--- config.mk ---
export PLATFORM = sky130hd
export DESIGN_NAME = imul_mul_arbiter
export DESIGN_NICKNAME = d
export VERILOG_FILES = /design/src/rtl/imul_mul_arbiter.sv
export SDC_FILE = /design/constraint.sdc
export NUM_CORES = 1
export LEC_CHECK = 0
export ABC_AREA = 1
export CORE_AREA = 2 2 117 119
export DETAILED_ROUTE_END_ITERATION = 7
export DIE_AREA = 0 0 119 121
export PLACE_DENSITY_LB_ADDON = 0.05
export SETUP_SLACK_MARGIN = 0.02
export SYNTH_ARGS = -nofsm -noshare
export SYNTH_HDL_FRONTEND = slang
export SYNTH_SLANG_ARGS = --single-unit
--- constraint.sdc ---
create_clock -name clk -period 1.2 [get_ports clk]
set_input_delay 0.24 -clock clk [delete_from_list [all_inputs] [get_ports clk]]
set_output_delay 0.24 -clock clk [all_outputs]
set_load 0.1 [all_outputs]
--- src/rtl/imul_mul_arbiter.sv ---
// Round-robin arbiter sharing one registered integer multiplier between two
// val/rdy requesters. One transaction is in flight at a time: IDLE -> CALC -> WAIT.
module imul_mul_arbiter #(
    parameter int nbits = 32
) (
    input  logic               clk,
    input  logic               reset,

    input  logic               req0_val,
    output logic               req0_rdy,
    input  logic [2*nbits-1:0] req0_msg,

    input  logic               req1_val,
    output logic               req1_rdy,
    input  logic [2*nbits-1:0] req1_msg,

    output logic               resp0_val,
    input  logic               resp0_rdy,
    output logic [nbits-1:0]   resp0_msg,

    output logic               resp1_val,
    input  logic               resp1_rdy,
    output logic [nbits-1:0]   resp1_msg,

    output logic [nbits-1:0]   mul_in0,
    output logic [nbits-1:0]   mul_in1,
    input  logic [nbits-1:0]   mul_out
);

    typedef enum logic [1:0] {
        IDLE = 2'd0,
        CALC = 2'd1,
        WAIT = 2'd2
    } state_t;

    state_t           state;
    logic             prio;
    logic             grant_id;
    logic [nbits-1:0] result;

    logic             grant_valid;
    logic             winner;
    logic             resp_fire;

    // Grant is only offered in IDLE; on contention prio picks the winner.
    always_comb begin
        grant_valid = 1'b0;
        winner      = 1'b0;
        if (state == IDLE) begin
            if (req0_val && req1_val) begin
                grant_valid = 1'b1;
                winner      = prio;
            end else if (req0_val) begin
                grant_valid = 1'b1;
                winner      = 1'b0;
            end else if (req1_val) begin
                grant_valid = 1'b1;
                winner      = 1'b1;
            end
        end
    end

    assign req0_rdy = grant_valid && !winner;
    assign req1_rdy = grant_valid &&  winner;

    // Operands only reach the multiplier in the grant cycle; it registers them itself.
    always_comb begin
        mul_in0 = '0;
        mul_in1 = '0;
        if (grant_valid) begin
            if (winner) begin
                mul_in0 = req1_msg[2*nbits-1:nbits];
                mul_in1 = req1_msg[nbits-1:0];
            end else begin
                mul_in0 = req0_msg[2*nbits-1:nbits];
                mul_in1 = req0_msg[nbits-1:0];
            end
        end
    end

    assign resp0_val = (state == WAIT) && !grant_id;
    assign resp1_val = (state == WAIT) &&  grant_id;
    assign resp0_msg = result;
    assign resp1_msg = result;

    assign resp_fire = (resp0_val && resp0_rdy) || (resp1_val && resp1_rdy);

    always_ff @(posedge clk) begin
        if (!reset) begin
            state    <= IDLE;
            prio     <= 1'b0;
            grant_id <= 1'b0;
            result   <= '0;
        end else begin
            case (state)
                IDLE: begin
                    if (grant_valid) begin
                        grant_id <= winner;
                        prio     <= ~winner;
                        state    <= CALC;
                    end
                end
                CALC: begin
                    result <= mul_out;
                    state  <= WAIT;
                end
                WAIT: begin
                    if (resp_fire) begin
                        state <= IDLE;
                    end
                end
                default: begin
                    state <= IDLE;
                end
            endcase
        end
    end

endmodule

==> metrics.md <==
| Metric | Value |
|---|---|
| Worst Setup Path Type | `reg -> out` |
| RR Startpoint | `state[1]$_SDFFE_PN0P_` |
| Crit path cell chain | `nor2_4 > nand3_4 > inv_8 > buf_6 > clkbuf_16 > nand2_1 > a21oi_4 > buf_12` |
| Estimated wirelength of the detail-placed design | `11,200 µm` |
| Flop and latch count out of synthesis | `36` |
| First-pass GRT wire length | `23,300 µm` |
| Count leader, synth | `nand2_1` |
| Crit-path max FO | `6` |
| Switch Pwr | `6.39 mW` |
| Fin cells | `898` |
| Status | `complete, but fails checks` |
| I/O Pins | `298` |
| Synth warn | `0` |
| PwrDens | `1340 nW/µm²` |
| Clock Path Buffers | `2` |
| Detail Route Antenna Nets | `0` |
| Final Slew Violations | `0` |
| Min-delay src | `prio$_SDFFE_PN0P_` |
| Final period util | `1.61` |
| H-tree depth | `2` |
| Final hold vios | `0` |
| Initial antenna violation count | `0` |
| CP startpoint kind | `register` |
| Worst-case reg-to-reg path depth | `11` |
| Distinct cell type count after synthesis | `16` |
| Clock slew at reported path FFs | `50 ps` |
| Starting DRC count in detailed routing | `104` |
| Core ar. | `13,100 µm²` |
| Max Freq | `518 MHz` |
| Total gr overflow | `0` |
| Clock Latency Late Sink | `270 ps` |
| Slowest stage delay, CP | `330 ps` |
| Fin worst setup slack | `-729 ps` |
| CTS buffer count | `5` |
| CTS tree | `yes` |
| Synth Cell Area | `2450 µm²` |
| RSZ-0062 raised after global routing | `yes` |
| Hold EP | `prio$_SDFFE_PN0P_` |
| Prevailing post-synth register cell | `dfxtp_1` |
| Required @ worst endpoint | `960 ps` |
| Int Pwr | `5.79 mW` |
| Final Net Count | `887` |
| Cells after Synth | `414` |
| Failing checks | `setup timing` |
| CTS sink cnt | `36` |
| Root Driver | `clkbuf_16` |
| Maxcap violations | `0` |
| Vias | `3,911` |
| Top cell type by total area after synthesis | `dfxtp_1` |
| FF-to-FF End | `state[1]$_SDFFE_PN0P_` |
| Drt total wl | `15,400 µm` |
| Finish-stage setup viols | `100` |
| Synth Net Count | `580` |
| Residual DRC | `0` |
| 1st-pass router iterations | `4` |
| Sequential share of power | `0.131` |
| Area Growth Syn to Fin | `272%` |
| Worst Clk Skew | `4.43 ps` |
| Hold Path Class | `reg -> reg` |
| Wire length per cell | `17.2 µm` |
| Chip Width | `119 µm` |
| PortBufs | `297` |
| Worst Setup SP | `state[0]$_SDFFE_PN0P_` |
| Cell count after placement | `852` |
| All-Layer GR Usage | `0.206` |
| FFs w/ async S/R, synth | `0` |
| Final Critical Period | `1930 ps` |
| Starting density of the core | `0.187` |
| Worst Path Arrival | `1690 ps` |
| P_leak | `3.52 nW` |
| Via/cell ratio | `4.36` |
| Tightest Pin Transition | `331 ps` |
| Die height | `121 µm` |
| Hold Crit Depth | `2` |
| Critical path endpoint category | `output port` |
| Combinational share of power | `0.769` |
| Hold buffer count at CTS | `0` |
| FF-to-FF setup slack | `-290 ps` |
| DIE AREA | `14,400 µm²` |
| Clk network pwr share | `0.101` |
| Critical-path top delay cell | `dfxtp_2` |
| N_diodes | `0` |
| RD Place Congestion | `0.810` |
| Number of flops mapped to enable cells by yosys | `0` |
| Slew headroom | `0.778` |
| Layout cells sized above 1 | `0.583` |
| Switching Fraction | `0.525` |
| Filler instances | `935` |
| Register area share after synthesis | `0.295` |
| Total power draw | `12.2 mW` |
| Largest net degree at the start of global routing | `22` |
| Worst VDD drop | `0.926 mV` |
| Rows | `42` |
| Top cells by area, synth | `dfxtp_1, nand2_1, a21oi_1` |
| Vias in the first global route | `4,177` |
| Average size of a mapped cell | `5.91 µm²` |
| Commonest cells in the synthesized netlist | `nand2_1, nor2_1, a21oi_1, buf_4, dfxtp_1` |
| Yosys top cell area share | `0.295` |
per-stage QoR:
step	setup WS [ps]	utilization	area (µm²)	hold WS, ps	setup TNS, ps
2_1_floorplan	-571	-	3420	366	-35930
3_3_place_gp	-787	0.594	7770	457	-50810
3_5_place_dp	-832	0.594	7770	468	-52950
4_1_cts	-739	0.678	8870	477	-47710
5_1_grt	-803	0.696	9110	490	-53350
6_report	-729	0.696	9110	470	-46500
state kept, by name, summed over array words and instances, names as in the netlist:
name       flops
resp0_msg     32
state          2
prio           1
grant_id       1
repair_timing:
action	CTS	global route
resized for setup	151	52
setup endpoints to repair	99	103
hold endpoints to repair	0	0
buffers inserted	21	6
gates cloned	14	3
pin swaps	22	30
power groups by stage:
stage	logic [mW]	registers (mW)	clock network [mW]
5_1_grt	9.62	1.62	1.32
2_1_floorplan	4.59	2.31	0
4_1_cts	9.25	1.60	1.28
3_3_place_gp	8.36	1.61	0
6_report	9.36	1.59	1.23
3_5_place_dp	8.41	1.61	0
kinds of logic (layout without fill, tap and decap cells):
logic type / count (synthesis) / count (layout) / share of synthesized area
DFF: 36 / 36 / 0.295
buffers and inverters: 71 / 379 / 0.175
AOI/OAI and AO/OA: 101 / 101 / 0.208
and+or+nand+nor: 206 / 206 / 0.322
routing by layer:
| metal | vias to the layer above | wire, µm | GRT usage |
|---|---|---|---|
| li1 | 1916 | - | - |
| met1 | 1794 | 5440 | 0.223 |
| met4 | 0 | 375 | 0.0707 |
| met3 | 22 | 1070 | 0.0446 |
| met5 | - | 0 | 0 |
| met2 | 179 | 8560 | 0.395 |
critical path: cells and delay by family (launching register included):
kind / cells / cell delay (ps)
compound gates: 1 / 150
buf+inv: 4 / 570
flops: 1 / 330
simple gates: 3 / 370
how the worst max path moves through the flow:
stage | to | slack (ps)
floorplan | mul_in0[11] | -570
global placement | mul_in1[16] | -790
detailed placement | mul_in0[6] | -830
CTS | mul_in0[23] | -740
global route | mul_in0[7] | -800
finish | mul_in1[7] | -730
placed cells by master (no fill, tap or decap), types with 3 or more instances in the layout:
cell type / instances
a21oi_4: 64
buf_12: 147
buf_16: 13
buf_4: 18
buf_6: 16
clkbuf_16: 8
clkdlybuf4s50_1: 163
dfxtp_2: 3
dfxtp_4: 32
inv_1: 3
inv_2: 3
nand2_1: 59
nand2_2: 48
nand2_4: 25
nor2_1: 36
nor2_2: 19
nor2_4: 15
o21ai_0: 22
o21ai_1: 8
area by class of cell:
type / instances / area, µm² / area share
timing repair buffer: 362 / 5340 / 0.586
sequential: 36 / 845 / 0.0927
tap: 176 / 220 / 0.0242
inverter: 9 / 52.6 / 0.00577
clock inverter: 2 / 11.3 / 0.00124
clock buffer: 6 / 129 / 0.0142
multi-input combinational: 307 / 2510 / 0.276
Power figures use the tool's default switching activity.
